**config.mk**
```make
export PLATFORM = sky130hd
export DESIGN_NAME = bcd_serial_addsub
export DESIGN_NICKNAME = d
export VERILOG_FILES = /design/src/rtl/bcd_serial_addsub.sv
export SDC_FILE = /design/constraint.sdc
export NUM_CORES = 1
export LEC_CHECK = 0
export BUFFER_PORTS_ARGS = -buffer_cell sky130_fd_sc_hd__buf_4
export CORE_MARGIN = 1.5
export CORE_UTILIZATION = 55
export DETAILED_ROUTE_END_ITERATION = 7
export PLACE_DENSITY_LB_ADDON = 0.25
export SLEW_MARGIN = 30
export SYNTH_ARGS = -nofsm -noshare
export SYNTH_HDL_FRONTEND = slang
export SYNTH_SLANG_ARGS = --single-unit
```
**constraint.sdc**
```tcl
create_clock -name clk -period 4.4 [get_ports clk]
set_clock_uncertainty 0.1 [all_clocks]
set_input_delay 0.22 -clock clk [delete_from_list [all_inputs] [get_ports clk]]
set_output_delay 0.22 -clock clk [all_outputs]
set_load 0.01 [all_outputs]
```
**src/rtl/bcd_serial_addsub.sv**
```systemverilog
// -----------------------------------------------------------------------------
// bcd_serial_addsub
//
// Digit-serial packed-BCD adder/subtractor. One BCD digit is processed per
// clock, least significant digit first. Subtraction is done by ten's
// complement. When a subtraction comes out negative, a second pass converts
// the complemented result back to a magnitude, so `sum` always holds a
// magnitude and `neg` holds the sign.
//
// Optional build macro: BCD_DIGIT_CHECK_EN
//   defined   : nibbles > 9 in a or b at acceptance are flagged. The operation
//               runs the first pass only, then reports err=1 with sum, cout
//               and neg forced to 0.
//   undefined : err is tied 0. Invalid nibbles simply flow through the digit
//               arithmetic.
//
// Ports
//   clk    in   rising-edge clock
//   rst    in   asynchronous, active-high reset
//   start  in   operation request, sampled only while idle
//   sub    in   0 = a+b, 1 = a-b (latched with start)
//   a, b   in   packed BCD operands, digit 0 in bits [3:0]
//   busy   out  high whenever an operation is in flight (state != IDLE)
//   done   out  one-cycle pulse; sum/cout/neg/err valid from this cycle
//   sum    out  packed BCD magnitude, held until the next accepted start
//   cout   out  decimal carry out of the MSD (add only)
//   neg    out  result sign (subtract with a < b)
//   err    out  invalid input digit detected
//
// State | Meaning
// ------+------------------------------------------------------------------
// IDLE  | waiting for start; outputs hold the previous result
// RUN   | first pass: one digit of a +/- b per clock
// FIX   | second pass for a negative subtract: sum digit -> 9 - digit (+c)
// DONE  | done pulse for one cycle, then back to IDLE
// -----------------------------------------------------------------------------
module bcd_serial_addsub #(
  parameter int NDIGITS = 4
) (
  input  logic                   clk,
  input  logic                   rst,
  input  logic                   start,
  input  logic                   sub,
  input  logic [4*NDIGITS-1:0]   a,
  input  logic [4*NDIGITS-1:0]   b,
  output logic                   busy,
  output logic                   done,
  output logic [4*NDIGITS-1:0]   sum,
  output logic                   cout,
  output logic                   neg,
  output logic                   err
);

  localparam int CW = $clog2(NDIGITS) + 1;
  localparam logic [CW-1:0] LAST = CW'(NDIGITS - 1);

  typedef enum logic [1:0] {
    IDLE = 2'd0,
    RUN  = 2'd1,
    FIX  = 2'd2,
    DONE = 2'd3
  } state_t;

  state_t                     state_q;
  logic [CW-1:0]              idx_q;
  logic                       c_q;
  logic                       sub_q;
  logic [NDIGITS-1:0][3:0]    a_q;
  logic [NDIGITS-1:0][3:0]    b_q;
  logic [NDIGITS-1:0][3:0]    sum_q;
  logic                       cout_q;
  logic                       neg_q;
  logic                       done_q;
  logic                       bad_q;
  logic                       err_q;

  // Single digit slice shared by both passes.
  int                         sel;
  logic [3:0]                 x_dig;
  logic [3:0]                 y_dig;
  logic [4:0]                 t_sum;
  logic [4:0]                 t_adj;
  logic [3:0]                 dig_d;
  logic                       c_d;

  always_comb begin
    sel = int'(idx_q);
    if (state_q == FIX) begin
      // Nine's complement of the stored digit; the +1 of ten's complement
      // enters through the carry, which FIX starts at 1.
      x_dig = 4'd9 - sum_q[sel];
      y_dig = 4'd0;
    end else begin
      x_dig = a_q[sel];
      y_dig = sub_q ? (4'd9 - b_q[sel]) : b_q[sel];
    end
    t_sum = {1'b0, x_dig} + {1'b0, y_dig} + {4'd0, c_q};
    t_adj = t_sum + 5'd6;
    if (t_sum > 5'd9) begin
      dig_d = t_adj[3:0];
      c_d   = 1'b1;
    end else begin
      dig_d = t_sum[3:0];
      c_d   = 1'b0;
    end
  end

`ifdef BCD_DIGIT_CHECK_EN
  logic bad_in;

  always_comb begin
    bad_in = 1'b0;
    for (int k = 0; k < NDIGITS; k++) begin
      if ((a[4*k +: 4] > 4'd9) || (b[4*k +: 4] > 4'd9)) bad_in = 1'b1;
    end
  end

  always_ff @(posedge clk or posedge rst) begin
    if (rst) begin
      bad_q <= 1'b0;
      err_q <= 1'b0;
    end else if ((state_q == IDLE) && start) begin
      bad_q <= bad_in;
      err_q <= 1'b0;
    end else if ((state_q == RUN) && (idx_q == LAST) && bad_q) begin
      err_q <= 1'b1;
    end
  end
`else
  assign bad_q = 1'b0;
  assign err_q = 1'b0;
`endif

  always_ff @(posedge clk or posedge rst) begin
    if (rst) begin
      state_q <= IDLE;
      idx_q   <= '0;
      c_q     <= 1'b0;
      sub_q   <= 1'b0;
      a_q     <= '0;
      b_q     <= '0;
      sum_q   <= '0;
      cout_q  <= 1'b0;
      neg_q   <= 1'b0;
      done_q  <= 1'b0;
    end else begin
      done_q <= 1'b0;
      case (state_q)
        IDLE: begin
          if (start) begin
            a_q     <= a;
            b_q     <= b;
            sub_q   <= sub;
            c_q     <= sub;
            idx_q   <= '0;
            sum_q   <= '0;
            cout_q  <= 1'b0;
            neg_q   <= 1'b0;
            state_q <= RUN;
          end
        end

        RUN: begin
          sum_q[sel] <= dig_d;
          c_q        <= c_d;
          idx_q      <= idx_q + CW'(1);
          if (idx_q == LAST) begin
            idx_q <= '0;
            if (bad_q) begin
              // Invalid operand: report the error with a cleared result.
              sum_q   <= '0;
              state_q <= DONE;
              done_q  <= 1'b1;
            end else if (!sub_q) begin
              cout_q  <= c_d;
              state_q <= DONE;
              done_q  <= 1'b1;
            end else if (c_d) begin
              // Final carry out of a ten's-complement subtract: a >= b.
              state_q <= DONE;
              done_q  <= 1'b1;
            end else begin
              neg_q   <= 1'b1;
              c_q     <= 1'b1;
              state_q <= FIX;
            end
          end
        end

        FIX: begin
          sum_q[sel] <= dig_d;
          c_q        <= c_d;
          idx_q      <= idx_q + CW'(1);
          if (idx_q == LAST) begin
            idx_q   <= '0;
            state_q <= DONE;
            done_q  <= 1'b1;
          end
        end

        DONE: begin
          state_q <= IDLE;
        end

        default: begin
          state_q <= IDLE;
        end
      endcase
    end
  end

  assign busy = (state_q != IDLE);
  assign done = done_q;
  assign sum  = sum_q;
  assign cout = cout_q;
  assign neg  = neg_q;
  assign err  = err_q;

endmodule

```
# Yosys cells after proc, flatten, opt, wreduce, memory -nomap -nowiden

Cells that the tools add are included.

$mul: 0
Bitwise logic cells: 0
Shifts and indexed selects: 0
$add $sub $neg: 6
Magnitude comparators: 3
Multiplexer cells: 42
Divide/modulo/power cells: 0
Equality and inequality tests: 10
Reduce and logical (&&, ||, !) cells: 13

Operators by type and width:

| cell                  | number |
|---|---|
| $mux W4               | 8 |
| $pmux W16 S2          | 1 |
| $bmux W4 S2           | 3 |
| $bwmux W16            | 1 |
| $mux W1               | 16 |
| $mux W16              | 1 |
| $ne A2 B2 Y1 const B  | 5 |
| $demux W4 S2          | 1 |
| $pmux W2 S4           | 1 |
| $sub A4 B4 Y4 const A | 2 |
| $mux W2               | 3 |
| $mux W3               | 2 |
| $pmux W1 S2           | 3 |
| $pmux W3 S2           | 1 |
| $reduce_and A2 Y1     | 3 |
| $reduce_bool A2 Y1    | 3 |
| $add A4 B4 Y5         | 1 |
| $add A5 B1 Y5         | 1 |
| $gt A5 B4 Y1 const B  | 1 |
| $reduce_and A5 Y1     | 1 |
| $add A4 B3 Y4 const B | 1 |
| $eq A2 B2 Y1 const B  | 2 |
| $reduce_and A4 Y1     | 1 |
| $add A3 B1 Y3 const B | 1 |
| 11 further kinds      | 11 |

Input bits: 36
Bits in latches: 0
Memories: 0
ROM bits: 0
Register bits after elaboration: 58
Memory bits (writable): 0
Logic and storage cells: 93
Output and inout bits: 21

# Logic depth before layout (Yosys ltp)

Gate-level depths: netlist of run 1.

Depth in word-level cells: 13
Mapped depth: 15
Depth with buffers taken out: 15

# Worst setup path after synthesis of run 1

No wires, ideal clock.

Path kind: register to register
Start point: register idx_q[0]
End point: register sum_q (netlist bit sum[10])
Clock period less this slack: 3431 ps
Data required time: 4196 ps
Cell stages (with the launch flop): 13
Setup slack: 969 ps
Library setup time: 104 ps
Data arrival time: 3227 ps
Buffers on the path: 1
Cell sequence: dfrtp_1 buf_4 mux4_2 nor2_1 a21oi_1 fa_1 inv_1 fa_1 inv_1 ha_1 o21ai_0 o21bai_1 o311ai_1

Word-level cells in the longest chain between the ends: 11
Elaborated cells between the ends (all ways): 23
Classes of those cells: add/sub (5); order compare (3); mux (14); reduce/logical (1)

Ends and longest elaborated chain:

| element                                       | RTL line | text |
|---|---|---|
| start: declaration                            | 65       | `logic [CW-1:0] idx_q;` |
| start signal: assignment                      | 166      | `idx_q <= idx_q + CW'(1);` |
| start signal: assignment                      | 193      | `idx_q <= idx_q + CW'(1);` |
| $bmux W4 S2                                   | 95       | `y_dig = sub_q ? (4'd9 - b_q[sel]) : b_q[sel];` |
| $mux W4 (implied by the code)                 | 95       |  |
| $sub A4 B4 Y4                                 | 95       |  |
| $mux W4                                       | 95       |  |
| $mux W4                                       | 88       | `if (state_q == FIX) begin` |
| $add A4 B4 Y5                                 | 97       | `t_sum = {1'b0, x_dig} + {1'b0, y_dig} + {4'd0, c_q};` |
| $add A5 B1 Y5                                 | 97       |  |
| $add A4 B3 Y4 or $gt A5 B4 Y1 (tied branches) | 98, 99   |  |
| $mux W4                                       | 99       | `if (t_sum > 5'd9) begin` |
| $bwmux W16 *                                  | 164, 191 |  |
| $pmux W16 S2 *                                | 148      | `case (state_q)` |
| end signal: indexed assignment                | 164      | `sum_q[sel] <= dig_d;` |
| end signal: indexed assignment                | 191      | `sum_q[sel] <= dig_d;` |
| end: declaration                              | 70       | `logic [NDIGITS-1:0][3:0] sum_q;` |

Every way passes the cells marked *; elsewhere a longest branch is shown, timed or not. The select of a mux whose other input is x is not followed.
A chain may end at the register's enable or synchronous reset.

# Worst setup path after layout of run 1

Start point: register idx_q[0]
End point: register sum_q (netlist bit sum[2])

The elaborated chain is that of the path after synthesis.

==> results of run 1 <==
-- layer usage --
layer	GRT usage [%]	vias to the layer above	wire length (µm)
met2	42.0	66	3650
met4	10.5	0	139
li1	-	1139	-
met1	32.5	1199	3150
met3	4.09	14	344
met5	0	-	0
-- cells in the final DEF (no fill, tap or decap), drive strengths merged, types with 3 or more instances in the layout --
cell    instances
clkinv          3
o21ai          30
nand2b          4
nand3           3
nand2          35
dfrtp          58
ha             13
o21bai          3
mux2i           3
o311ai          3
buf            59
mux2           33
nor2           13
a21oi          10
mux4           12
clkbuf         12
inv            19
-- critical path, cell delays in order (launching register included) --
cell and delay [ns]:
dfrtp_1 0.76, mux4_2 0.59, xor2_1 0.14, nand2_1 0.08, fa_1 0.41, inv_1 0.09
fa_1 0.49, inv_1 0.14, ha_1 0.30, o21ai_0 0.44, o21bai_1 0.11, o311ai_1 0.09
-- logic make-up (layout without fill, tap and decap cells) --
logic type / after synthesis / in the layout / share of synthesized area, %
mux: 48 / 48 / 20.5
flops: 58 / 58 / 44.3
buf+inv: 31 / 95 / 4.70
compound gates: 60 / 60 / 12.0
fa+ha+maj: 15 / 15 / 6.19
other cells: 1 / 1 / 0.114
xor+xnor: 4 / 4 / 1.07
simple gates: 72 / 72 / 11.1
-- layout make-up --
class / count / area, µm²
clock buffers: 12 / 155
clock inverters: 4 / 73.8
fillers: 424 / 1680
inverters: 20 / 75.1
multi-input cells: 200 / 1670
flip-flops and latches: 58 / 1450
well taps: 72 / 90.1
repair buffers: 59 / 443
-- sequential cells by signal, summed over array words and instances, names as in the netlist --
name / flops
a_q: 16
b_q: 16
c_q: 1
cout: 1
done: 1
idx_q: 3
neg: 1
state_q: 2
sub_q: 1
sum: 16
-- per-stage QoR --
stage	utilization [%]	std cells	hold slack, ns
2_1_floorplan	-	289	0.271
3_3_place_gp	66.1	409	0.352
3_5_place_dp	66.1	409	0.358
4_1_cts	70.2	425	0.00255
5_1_grt	70.2	425	0.00707
6_report	70.2	425	-0.00908
-- worst paths after layout --
kind | startpoint | to | slack [ns] | cells after the start
setup / recovery | idx_q[0]$_DFFE_PP0P_ | sum[2]$_DFFE_PP0P_ | 0.56 | 11
hold / removal | rst | sum[13]$_DFFE_PP0P_ | -0.009 | 3
setup reg to reg | idx_q[0]$_DFFE_PP0P_ | sum[2]$_DFFE_PP0P_ | 0.56 | 11
hold reg to reg | b_q[1]$_DFFE_PP0P_ | b_q[1]$_DFFE_PP0P_ | 0.41 | 1
max in group asynchronous | rst | a_q[13]$_DFFE_PP0P_ | 3.72 | 3
min in group clk | b[10] | b_q[10]$_DFFE_PP0P_ | 0.01 | 2
==> impl_metrics.ini, run 1 <==
[layout]
drive_gt1_share_pct = 37.7
antenna_cells = 0
fin_nets = 399
final_cell_area_um2 = 3960
syn_to_final_growth_pct = 20.9

[global_route]
grt_use_total_pct = 25.2
grt_max_degree = 59
grt_pass1_vias = 2524
gr-total-overflow = 0
antenna_found_initial = 0
grt_pass1_wl_um = 12000

[sta]
timing.hold.ws_ns = -0.00908
fin_crit_sh_pct = 87.4
tightest_slew_ns = 0.726
tns_ns = 0
fmax_mhz = 260
relSlewSlack_pct = 51.6
setup_ws_ns = 0.557
setup_viol = 0
post-route-min-period_ns = 3.84
slew_violations = 0
finalHoldViolCount = 9
rsz0062_at_grt = no

[clock_network]
post_cts_buffers = 0
cts_hold_buf = 0
cts_sinks = 58
tritoncts = yes
clk_pin_slew_worst_paths_ns = 0.07
cts_buffers = 9
cts.root.buffer_cell = clkbuf_8
post_cts_resize_count = 0
h-tree-depth = 3
clk_latency_ns = 0.33
cts_buffer_depth = 2

[logic_synthesis]
synth_nets = 340
synth_edf_count = 0
synth_ff_type = dfrtp_1
syn-instance-count = 289
synth.most_common_cell = dfrtp_1
synthArstFlopShare_pct = 100
yosysSeqAreaShare_pct = 44.3
synth_top_area_cell = dfrtp_1
ys_ff_latch = 58
synth_cell_type_count = 54
ys_top_cells_by_area = dfrtp_1 (44%), mux2_2 (11%), mux4_2 (8.3%), ha_1 (5.0%), nand2_1 (4.0%)
ys.warnings.count = 0
synth_top_area_share_pct = 44.3
synth_area_um2 = 3280
synth.avg_cell_area_um2 = 11.3
ys_top_cells_by_count = dfrtp_1 (58), nand2_1 (35), mux2_2 (33)

[routing]
vias = 2418
remaining_drc_errors = 0
drt_wl_total_um = 7280
drtIter0Drc = 149
wl_per_cell_um = 17.1
ant_nets = 0
drt_pre_antenna_iters = 4
viasPerCell = 5.69

[placed_design]
dp_slack_ns = 0.555
gp_congestion = 0.912
port_buffers = 55
dp_hpwl_um = 5280
post_dp_cell_area_um2 = 3730

[floorplan]
core_um2 = 5640
die_w_um = 80.2
start_util_pct = 58.1
num_io_pins = 57
dieArea_um2 = 6430
std_cell_rows = 27
die_h_um = 80.2

[hold_path]
hp-class = primary input to asynchronous set/reset pin

[run_status]
violations = negative hold slack
status = complete, but fails checks

[setup_path]
crit_type = flip-flop to flip-flop
arrival_ns = 3.97
crit_fanout = 11
worstSetupEndpointType = flip-flop
start_kind = flip-flop
required_ns = 4.53

[flow_run]
cap_viol_max_count = 0
Power of run 1 is left out: the tool's default activity adds up to more than one toggle a clock period on the data nets, which glitch-free logic cannot reach.
==> run 2, diff against run 1 <==
ABC_AREA = 1   (was unset)
==> run 2 against run 1 <==
The flow still finishes with violations (negative hold slack); synthesized area shrank 3.3%; register-to-register slack gained 0.51 ns; first-iteration DRC count grew 7.4%; die area shrank 3.2%; clock-buffer cell count shrank 1; worst setup slack gained 0.51 ns; cell count grew 32%; wire length grew 8.4%.
==> impl_metrics.ini, run 2 <==
[logic_synthesis]
synth_ff_type = dfrtp_1
synth_top_area_share_pct = 45.8
syn-instance-count = 401
synthArstFlopShare_pct = 100
ys_ff_latch = 58
yosysSeqAreaShare_pct = 45.8
synth_edf_count = 0
ys_top_cells_by_area = dfrtp_1 (46%), nand2_1 (17%), o21ai_0 (6.0%), ha_1 (5.1%), inv_1 (3.3%)
synth_top_area_cell = dfrtp_1
synth.avg_cell_area_um2 = 7.90
synth.most_common_cell = nand2_1
ys_top_cells_by_count = nand2_1 (143), dfrtp_1 (58), o21ai_0 (38)
synth_cell_type_count = 32
ys.warnings.count = 0
synth_area_um2 = 3170
synth_nets = 452

[floorplan]
std_cell_rows = 27
start_util_pct = 57.2
die_h_um = 78.9
dieArea_um2 = 6220
num_io_pins = 57
core_um2 = 5540
die_w_um = 78.9

[layout]
syn_to_final_growth_pct = 29.6
drive_gt1_share_pct = 19.8
layout_common_cells = nand2_1 (143), dfrtp_1 (58), buf_4 (58), o21ai_0 (38), dlygate4sd3_1 (31)
fillers = 443
multi_input_area_um2 = 1500
fin_nets = 537
antenna_cells = 0
final_common_cell = nand2_1
register_area_um2 = 1450

[sta]
relSlewSlack_pct = 51.7
timing.hold.ws_ns = -0.0223
setup_viol = 0
fin_crit_sh_pct = 75.8
slew_violations = 0
fmax_mhz = 300
rsz0062_at_grt = no
finalHoldViolCount = 28
tns_ns = 0
tightest_slew_ns = 0.724
post-route-min-period_ns = 3.33

[setup_path]
crit_chain = inv_1 > nand2_1 > a32o_1 > a21oi_1 > o21ai_0 > fa_1 > inv_1 > fa_1 > inv_1 > nand2_2 > nand3_2 > nand3_1 > nand2_1 > nand2_1 > nand2_1 > o21ai_0
crit_top_cell = nand2_1
crit_fanout = 24
worstSetupEndpointType = flip-flop
required_ns = 4.51
reg2reg_slack_ns = 1.07
start_kind = flip-flop
crit_type = flip-flop to flip-flop
arrival_ns = 3.44
crit_path_top_delay_cell = inv_1
r2r_end = state_q[0]$_DFFE_PP0P_
rr_worst_depth = 16
r2r_start = idx_q[0]$_DFFE_PP0P_
max_stage_delay_ns = 0.51

[clock_network]
cts_sinks = 58
cts_buffer_depth = 2
cts_buffers = 9
clk_pin_slew_worst_paths_ns = 0.06
tritoncts = yes
h-tree-depth = 3
post_cts_resize_count = 0
clk_latency_ns = 0.34
cts.root.buffer_cell = clkbuf_8

[placed_design]
gp_congestion = 0.895
port_buffers = 55
dp_hpwl_um = 5240

[global_route]
grt_pass1_vias = 2795
grt_max_degree = 59
grt_use_met3_pct = 5.75
use_met2_pct = 46.7
antenna_found_initial = 0
grt_pass1_wl_um = 13000
grt_use_total_pct = 27.5
busiest_layer = met2
gr-total-overflow = 0
grt_util_met1_pct = 34.4

[routing]
drtIter0Drc = 160
drt_wl_total_um = 7900
wl_per_cell_um = 14.1
viasPerCell = 5.35
drt_pre_antenna_iters = 5
ant_nets = 0
vias = 3004
remaining_drc_errors = 0

[run_status]
violations = negative hold slack
status = complete, but fails checks

[hold_path]
hp-class = primary input to asynchronous set/reset pin

[flow_run]
cap_viol_max_count = 0
## run 2: cell count changes after synthesis, sizes merged, moves of 10 or more
cell	change
nor2	+13
a21oi	+14
nand3	+10
o21ai	+20
inv	+16
mux4	-12
mux2	-33
nand2	+114
## run 2: final cells by class
type                            count  share of cell area [%]
Multi-Input combinational cell    293                    36.4
Sequential cell                    58                    35.4
Timing Repair Buffer               89                    18.2
Clock buffer                       11                    3.69
Inverter                           35                    3.20
Tap cell                           72                    2.19
Clock inverter                      3                   0.975
## run 2: cell families (layout without fill, tap and decap cells)
family                     count (synthesis)  count (layout)  share of synthesized area [%]
DFF                                       58              58                           45.8
and+or+nand+nor                          190             190                           24.1
adders and majority gates                 15              15                           6.40
buffers and inverters                     50             138                           6.95
other                                      1               1                          0.118
AOI/OAI and AO/OA                         85              85                           15.8
xor gates and xnor gates                   2               2                          0.790
## run 2: metrics by stage
step	hold WS [ns]	setup WS [ns]	area (µm²)	cells	util [%]
after detailed placement	0.317	1.11	3600	516	65.0
after global placement	0.315	1.19	3600	516	65.0
after global routing	0.00708	0.824	4110	561	74.1
after CTS	0.000197	1.09	4110	561	74.1
final	-0.0223	1.07	4110	561	74.1
after floorplan	0.230	1.53	3170	401	-
## run 2: timing repair
action                                 4_1_cts  5_1_grt
endpoints found under the hold margin       31        0
hold buffers                                31        0
setup buffers                                0        0
## run 2: per-layer routing
metal  wire length, µm  up-vias
met1              3330     1418
met4               174        0
li1                  -     1458
met3               406       16
met2              3990      112
met5                 0        -
## run 2: worst max-delay path by stage
stage,startpoint,endpoint,slack (ns),cells after the start
after CTS,idx_q[0]$_DFFE_PP0P_,state_q[0]$_DFFE_PP0P_,1.09,16
after global routing,idx_q[0]$_DFFE_PP0P_,state_q[0]$_DFFE_PP0P_,0.82,16
after global placement,idx_q[0]$_DFFE_PP0P_,state_q[0]$_DFFE_PP0P_,1.19,16
after floorplan,idx_q[0]$_DFFE_PP0P_,state_q[0]$_DFFE_PP0P_,1.53,17
after detailed placement,idx_q[0]$_DFFE_PP0P_,state_q[0]$_DFFE_PP0P_,1.11,16
final,idx_q[0]$_DFFE_PP0P_,state_q[0]$_DFFE_PP0P_,1.07,16
## run 2: critical path, delay by kind of cell (launching register included)
kind / cells / cell delay (ns)
adder cells (fa/ha/maj): 2 / 0.81
AND/OR/NAND/NOR: 7 / 0.63
buffers and inverters: 3 / 0.74
AO/OA/AOI/OAI: 4 / 0.56
flip-flops: 1 / 0.37
Power of run 2 is left out for the same reason.
==> run 3, diff against run 2 <==
clock period = 3.39 ns   (was 4.4 ns; I/O delays follow)
==> run 3 against run 2 <==
The flow now finishes without violations; clock-buffer cell count is the same; critical path depth stayed put; die area unchanged; first-iteration DRC count is 31% higher; maximum frequency rose by 7.4%; sequential share of layout area fell by 0.54 points; worst hold slack better by 0.28 ns; utilization up 1.2 points; global-route usage increased by 1.1 points; worst setup slack lost 0.78 ns; cell count is 1.6% higher.
==> impl_metrics.ini, run 3 (same netlist as run 2, synthesis figures left out) <==
[hold_path]
hp-class = primary input to flip-flop
min_from = start

[setup_path]
path_buf_inv = 3
crit_fanout = 20
critical-path-top-delay-family = adder cells
max_stage_delay_ns = 0.44
crit_chain = inv_2 > a21oi_1 > a32o_1 > a21oi_1 > o21ai_0 > fa_1 > inv_1 > fa_1 > inv_1 > nand2_2 > nand3_2 > nand3_1 > nand2_1 > nand2_1 > nand2_1 > o21ai_0
crit_top_cell = nand2_1
start_kind = flip-flop
startpoint = idx_q[1]$_DFFE_PP0P_
worstSetupEndpointType = flip-flop
r2r_start = idx_q[1]$_DFFE_PP0P_
crit_type = flip-flop to flip-flop
arrival_ns = 3.19
crit_path_top_delay_cell = fa_1
required_ns = 3.48

[floorplan]
die_w_um = 78.9
core_um2 = 5540
num_io_pins = 57
start_util_pct = 57.2
dieArea_um2 = 6220
die_h_um = 78.9
std_cell_rows = 27

[routing]
drtIter0Drc = 209
wl_per_cell_um = 14.2
remaining_drc_errors = 0
vias = 3030
viasPerCell = 5.32
ant_nets = 0
drt_pre_antenna_iters = 5
drt_wl_total_um = 8090

[sta]
setup_viol = 0
post-route-min-period_ns = 3.10
rsz0062_at_grt = no
relSlewSlack_pct = 53.2
tns_ns = 0
timing.hold.ws_ns = 0.260
fmax_mhz = 322
tightest_slew_ns = 0.700
slew_violations = 0
fin_crit_sh_pct = 91.6
finalHoldViolCount = 0

[clock_network]
cts_buffer_depth = 2
cts.root.buffer_cell = clkbuf_8
post_cts_buffers = 0
h-tree-depth = 3
clk_pin_slew_worst_paths_ns = 0.07
cts_sinks = 58
tritoncts = yes
cts_buffers = 9
clk_latency_ns = 0.34
cts_hold_buf = 34
post_cts_resize_count = 0

[global_route]
grt_pass1_vias = 3008
gr-total-overflow = 0
grt_util_met1_pct = 35.6
grt_pass1_wl_um = 13600
busiest_layer = met2
grt_use_total_pct = 28.6
grt_use_met3_pct = 4.14
antenna_found_initial = 0
use_met2_pct = 49.0
grt_max_degree = 40

[layout]
syn_to_final_growth_pct = 31.6
antenna_cells = 0
final_common_cell = nand2_1
multi_input_area_um2 = 1500
register_area_um2 = 1450
fillers = 424
fin_nets = 544
drive_gt1_share_pct = 20.5
layout_common_cells = nand2_1 (143), buf_4 (62), dfrtp_1 (58), o21ai_0 (38), dlygate4sd3_1 (34)

[placed_design]
gp_congestion = 0.931
port_buffers = 55
dp_hpwl_um = 5600

[run_status]
status = complete, no violations

[flow_run]
cap_viol_max_count = 0
==> run 3: cell types whose count changed in the layout (fill, tap and decap cells not counted) <==
cell / change
buf_4: +4
clkbuf_1: +1
clkbuf_8: -1
clkinv_2: +1
clkinv_4: +1
dlygate4sd3_1: +3
==> run 3: worst register-to-register path, stage by stage (launching register included) <==
cell     delay, ns
dfrtp_1       0.39
inv_2         0.26
a21oi_1       0.07
a32o_1        0.22
a21oi_1       0.12
o21ai_0       0.12
fa_1          0.37
inv_1         0.11
fa_1          0.44
inv_1         0.14
nand2_2       0.08
nand3_2       0.12
nand3_1       0.08
nand2_1       0.13
nand2_1       0.06
nand2_1       0.05
o21ai_0       0.09
==> run 3: cell type report <==
cell class                 instances  share of cell area (%)
sequential                        58                    34.8
clock buffer                      11                    3.39
timing repair buffer              96                    19.3
inverter                          35                    3.15
tap                               72                    2.16
multi-input combinational        293                    35.9
clock inverter                     5                    1.29
==> run 3: path summary, 6_finish.rpt <==
path / endpoint / slack (ns) / cells past startpoint
max in group asynchronous: sum[6]$_DFFE_PP0P_ / 1.99 / 4
setup / recovery: state_q[0]$_DFFE_PP0P_ / 0.29 / 16
hold / removal: sum[14]$_DFFE_PP0P_ / 0.26 / 5
setup reg to reg: state_q[0]$_DFFE_PP0P_ / 0.29 / 16
min in group asynchronous: a_q[8]$_DFFE_PP0P_ / 0.41 / 3
hold reg to reg: a_q[2]$_DFFE_PP0P_ / 0.38 / 2
==> run 3: metal layers <==
| layer | wire [µm] | vias up |
|---|---|---|
| met1 | 3270 | 1430 |
| met2 | 4200 | 108 |
| met5 | 0 | - |
| met3 | 436 | 20 |
| met4 | 179 | 0 |
| li1 | - | 1472 |
==> run 3: through the flow <==
stage          setup slack [ns]  instance area, µm²  cells  util (%)
2_1_floorplan             0.524                3170    401         -
3_3_place_gp              0.462                3630    520      65.6
3_5_place_dp              0.321                3630    520      65.6
4_1_cts                   0.317                4170    570      75.2
5_1_grt                  0.0238                4170    570      75.2
6_report                  0.286                4170    570      75.2
Power of run 3 is left out for the same reason.
